<file path="src/rtl/sigmoid_pkg.sv">
// Shared types and widths for the sigmoid digit-recognizer datapath.
package sigmoid_pkg;
  localparam int MULT_IN_WIDTH  = 4;
  localparam int MULT_OUT_WIDTH = 8;

  typedef enum logic [1:0] {IDLE, ACCUM, DRAIN, DONE} mac_state_t;
endpackage

</file>
<file path="src/rtl/sigmoid_ALU_multiplier.sv">
// 4-bit signed weight times 4-bit unsigned pixel; the product always fits in 8 signed bits.
module sigmoid_ALU_multiplier
  import sigmoid_pkg::*;
(
  input  logic [MULT_IN_WIDTH-1:0]  signval,
  input  logic [MULT_IN_WIDTH-1:0]  unsignval,
  output logic [MULT_OUT_WIDTH-1:0] out
);
  logic signed [MULT_IN_WIDTH:0]    u_ext;
  logic signed [MULT_OUT_WIDTH-1:0] prod;

  // Zero-extend the pixel so the signed multiply treats it as non-negative.
  assign u_ext = {1'b0, unsignval};
  assign prod  = $signed(signval) * u_ext;
  assign out   = prod;
endmodule

</file>
<file path="src/rtl/sigmoid_mac_sequencer.sv">
// Streams NUM_TERMS weight/pixel pairs through one shared multiplier and
// accumulates a saturating dot product, holding it until the consumer takes it.
module sigmoid_mac_sequencer
  import sigmoid_pkg::*;
#(
  parameter int NUM_TERMS = 16,
  parameter int ACC_WIDTH = 16
) (
  input  logic                 clk,
  input  logic                 n_rst,
  input  logic                 start,
  input  logic                 in_valid,
  output logic                 in_ready,
  input  logic [3:0]           weight,
  input  logic [3:0]           pixel,
  output logic [ACC_WIDTH-1:0] result,
  output logic                 result_valid,
  input  logic                 result_ready,
  output logic                 busy,
  output logic                 overflow
);
  localparam int CNT_W = $clog2(NUM_TERMS + 1);
  localparam logic [CNT_W-1:0]     LAST    = CNT_W'(NUM_TERMS - 1);
  localparam logic [ACC_WIDTH-1:0] ACC_MAX = {1'b0, {(ACC_WIDTH-1){1'b1}}};
  localparam logic [ACC_WIDTH-1:0] ACC_MIN = {1'b1, {(ACC_WIDTH-1){1'b0}}};

  mac_state_t                    state_q, state_d;
  logic [CNT_W-1:0]              cnt_q, cnt_d;
  logic [ACC_WIDTH-1:0]          acc_q, acc_d;
  logic [MULT_IN_WIDTH-1:0]      w_q, w_d, p_q, p_d;
  logic                          pend_q, pend_d;
  logic                          ovf_q, ovf_d;
  logic [MULT_OUT_WIDTH-1:0]     prod;
  logic [ACC_WIDTH:0]            sum;
  logic                          sat;
  logic [ACC_WIDTH-1:0]          acc_sat;

  sigmoid_ALU_multiplier u_mult (
    .signval  (w_q),
    .unsignval(p_q),
    .out      (prod)
  );

  // One guard bit is enough: |product| never exceeds the accumulator range.
  assign sum     = {acc_q[ACC_WIDTH-1], acc_q}
                 + {{(ACC_WIDTH+1-MULT_OUT_WIDTH){prod[MULT_OUT_WIDTH-1]}}, prod};
  assign sat     = sum[ACC_WIDTH] ^ sum[ACC_WIDTH-1];
  assign acc_sat = !sat ? sum[ACC_WIDTH-1:0] : (sum[ACC_WIDTH] ? ACC_MIN : ACC_MAX);

  always_comb begin
    state_d = state_q;
    cnt_d   = cnt_q;
    acc_d   = acc_q;
    w_d     = w_q;
    p_d     = p_q;
    pend_d  = 1'b0;
    ovf_d   = ovf_q;
    if (pend_q) begin
      acc_d = acc_sat;
      if (sat) ovf_d = 1'b1;
    end
    unique case (state_q)
      IDLE: if (start) begin
        state_d = ACCUM;
        cnt_d   = '0;
        acc_d   = '0;
        ovf_d   = 1'b0;
        w_d     = '0;
        p_d     = '0;
      end
      ACCUM: if (in_valid) begin
        w_d    = weight;
        p_d    = pixel;
        pend_d = 1'b1;
        cnt_d  = cnt_q + CNT_W'(1);
        if (cnt_q == LAST) state_d = DRAIN;
      end
      DRAIN: state_d = DONE;
      DONE:  if (result_ready) state_d = IDLE;
      default: state_d = IDLE;
    endcase
  end

  always_ff @(posedge clk) begin
    if (!n_rst) begin
      state_q <= IDLE;
      cnt_q   <= '0;
      acc_q   <= '0;
      w_q     <= '0;
      p_q     <= '0;
      pend_q  <= 1'b0;
      ovf_q   <= 1'b0;
    end else begin
      state_q <= state_d;
      cnt_q   <= cnt_d;
      acc_q   <= acc_d;
      w_q     <= w_d;
      p_q     <= p_d;
      pend_q  <= pend_d;
      ovf_q   <= ovf_d;
    end
  end

  assign in_ready     = (state_q == ACCUM);
  assign busy         = (state_q != IDLE);
  assign result_valid = (state_q == DONE);
  assign result       = result_valid ? acc_q : '0;
  assign overflow     = ovf_q;
endmodule

</file>
<file path="config.mk">
export PLATFORM = sky130hd
export DESIGN_NAME = sigmoid_mac_sequencer
export DESIGN_NICKNAME = d
export VERILOG_FILES = /design/src/rtl/sigmoid_pkg.sv /design/src/rtl/sigmoid_ALU_multiplier.sv /design/src/rtl/sigmoid_mac_sequencer.sv
export SDC_FILE = /design/constraint.sdc
export NUM_CORES = 1
export LEC_CHECK = 0
export BUFFER_PORTS_ARGS = -buffer_cell sky130_fd_sc_hd__buf_2
export CAP_MARGIN = 20
export CORE_MARGIN = 8
export CORE_UTILIZATION = 54
export CTS_BUF_LIST = sky130_fd_sc_hd__clkbuf_8 sky130_fd_sc_hd__clkbuf_16
export CTS_CLUSTER_DIAMETER = 30
export CTS_CLUSTER_SIZE = 8
export DETAILED_ROUTE_END_ITERATION = 16
export GPL_ROUTABILITY_DRIVEN = 0
export PLACE_DENSITY_LB_ADDON = 0.05
export SLEW_MARGIN = 0
export SYNTH_ARGS = -nofsm -noshare
export SYNTH_HDL_FRONTEND = slang
export SYNTH_HIERARCHICAL = 1
export SYNTH_SLANG_ARGS = --single-unit
</file>
<file path="constraint.sdc">
create_clock -name clk -period 13.1 [get_ports clk]
set_input_delay 1.31 -clock clk [delete_from_list [all_inputs] [get_ports clk]]
set_output_delay 1.31 -clock clk [all_outputs]
set_load 0.01 [all_outputs]
</file>
==> results.cfg <==
[outcome]
status = completed

[clocking]
clockRootBuffer = clkbuf_8
cts_buffers = 5
cts_tree = built
cts_resized = 0
cts_setup_buffers = 0
clk_path_buf_depth = 2
cts_hold_buf = 0
clkLatencyLatePin_ns = 0.28
htreeDepth = 2
clk_pin_slew_ns = 0.07
clkSinkCount = 33

[logic_synthesis]
synth_cell_types = 53
syn_area_sq_mm = 0.00291
synth_top_family_by_area = compound AO/OA/AOI/OAI gates
synth_nets = 403
synthArstFlopShare = 0
synthSimpleGateAreaFrac = 0.196
synth_seq_cells = 33
synth_compound_area_frac = 0.246
synth-xor-area-share = 0.0598
synthMuxAreaShare = 0.0103
synth_fa_ha_area_frac = 0.209
synth_edf_count = 0
yosysWarnings = 6
synth_ff_type = dfxtp_1
syn_avg_cell_area_sq_um = 8.41
yosysSeqAreaShare = 0.227
synthCells = 346

[sta]
slew_headroom = 0.348
setup-tns-final_ns = 0
holdWs_ns = 0.502
fin_crit_sh = 0.496
layout_setup_ws_ns = 6.60
rsz0062_at_grt = false
max_freq_mhz = 154
tightest_slew_ns = 0.971
slew_viol_final = 0
post-route-min-period_ns = 6.50
final_hold_viol_count = 0
setup_viol = 0
fin_worst_skew_ns = 0.00329

[worst_setup_path]
worstReg2RegStart = w_q[3]
cp_max_fo = 11
critPathRequiredTime_ns = 13.25
slowest_delay_ns = 0.78
cp.arrival_ns = 6.65
crit_slowest_cell = xnor2_1
crit_type = reg2reg
crit_start = w_q[3]
cp_common_cell = fa_1
worst_setup_path_end_kind = flip-flop
crit_path_start_kind = flip-flop
critical_path.cell_chain = or2b_1, fa_1, fa_1, inv_1, fa_1, ha_1, inv_1, fa_1, inv_1, a21o_1, a21oi_1, xnor2_1, ha_1, nand3_1, nor2_1, a221oi_2, o41ai_4, xor2_2, a21boi_2, a21oi_1

[routing]
drc = 0
post_drt_wl_per_cell_microns = 14.5
first_pass_iters = 4
drtAntennaViolNets = 0
route.vias.total = 2493
first_iter_violations = 149
totalWireLength_microns = 6460
via_per_inst = 5.59

[floorplanning]
boundaryPins = 33
std_cell_rows = 26
die_y_microns = 89.4
die_area_sq_mm = 0.00799
coreArea_sq_mm = 0.00514
dieWidth_microns = 89.4
start_util = 0.566

[finish]
diodes = 0
drive_gt1_frac = 0.165
fin_nets = 432
syn_to_final_growth_pct = 10.7
fin_util = 0.626

[power]
power_mw = 0.371
power.density_mw_per_mm2 = 115
max-vdd-ir-drop_v = 0.000117
leakage_nw = 1.57

[hold_path]
holdCritStartpoint = overflow
min_path_type = reg2reg

[global_route]
overflow = 0
antenna_found_initial = 0
grt_pass1_wl_microns = 11100
grt_max_degree = 24
grtUsageTotal = 0.175
grt_pass1_vias = 2400

[place]
pre_cts_ws_ns = 6.55
hpwl_microns = 4970
io_buffers = 32

[flow_run]
drv_cap = 0
## worst max-delay path: cells and delay by family (launching register included)
kind | cells | cell delay, ns
AO/OA/AOI/OAI | 6 | 1.49
AND/OR/NAND/NOR | 3 | 0.65
flip-flops | 1 | 0.47
adder cells (fa/ha/maj) | 6 | 2.57
buffers and inverters | 3 | 0.17
XOR/XNOR | 2 | 1.00
## stage by stage
stage | area [sq um] | cells
floorplan | 2910 | 346
global placement | 3090 | 437
detailed placement | 3090 | 437
CTS | 3210 | 445
global route | 3220 | 446
finish | 3220 | 446
## layout by cell type (no fill, tap or decap), types with 10 or more instances in the layout
| master | netlist | final |
|---|---|---|
| nor2_1 | 10 | 10 |
| xnor2_1 | 12 | 12 |
| and2_1 | 26 | 26 |
| a21oi_2 | 10 | 10 |
| ha_1 | 38 | 38 |
| o21ai_0 | 24 | 24 |
| nand2_1 | 34 | 34 |
| buf_2 | 1 | 32 |
| nor2b_1 | 15 | 15 |
| dfxtp_1 | 33 | 33 |
| a21oi_1 | 22 | 22 |
| inv_1 | 23 | 23 |
## cells by family after synthesis
family / Yosys count
muxes: 3
adders and majority gates: 45
xor gates and xnor gates: 19
and+or+nand+nor: 110
buffers and inverters: 34
AOI/OAI and AO/OA: 102
DFF: 33
## registers in the layout (all words and copies together), names as in the netlist
register / cells
p_q: 4
acc_q: 16
overflow: 1
state_q: 2
w_q: 4
cnt_q: 5
pend_q: 1
## power by group
group	internal, mW	total (mW)	switching [mW]
Sequential	0.112	0.127	0.0143
Clock	0.0618	0.101	0.0391
Combinational	0.0546	0.143	0.0885
Total	0.229	0.371	0.142
## area by class of cell
class | count | area [sq um]
timing repair buffer | 33 | 168
clock buffer | 6 | 82.6
clock inverter | 2 | 37.5
inverter | 23 | 86.3
sequential | 33 | 661
tap | 70 | 87.6
fill | 505 | 1920
multi-input combinational | 279 | 2100
## path summary, 6_finish.rpt
kind	cells after the start	slack, ns	endpoint
max	20	6.60	acc_q[4]
min	2	0.50	overflow
max reg2reg	20	6.60	acc_q[4]
min reg2reg	2	0.50	overflow
## Yosys cell counts (all sizes together) (2+ instances only)
cell type,instances,area [sq um]
and3,2,12.5
nand4,3,18.8
nand3,5,25.0
a21o,5,38.8
a21boi,2,22.5
nor2,10,37.5
and2,26,163
o21ai,25,129
mux2i,3,30.0
o211ai,3,27.5
xor2,7,68.8
fa,6,120
ha,38,475
a31oi,3,18.8
xnor2,12,105
dfxtp,33,661
buf,3,27.5
nand2,34,128
o21a,4,30.0
a211o,2,17.5
o211a,2,20.0
or2b,2,15.0
nor3,6,30.0
a21oi,32,198
o21bai,2,15.0
inv,23,86.3
clkbuf,7,27.5
nor2b,15,93.8
nand2b,2,12.5
a22oi,9,67.6
a221oi,2,23.8
a211oi,5,37.5
## routing by layer
metal  vias to the layer above  track usage  wire length, microns
met5                         -            0                     0
met3                         6       0.0294                   335
met1                      1152        0.251                  3300
li1                       1276            -                     -
met4                         0       0.0363                    42
met2                        59        0.267                  2780
Note: power is estimated with default switching activity, not from simulation.
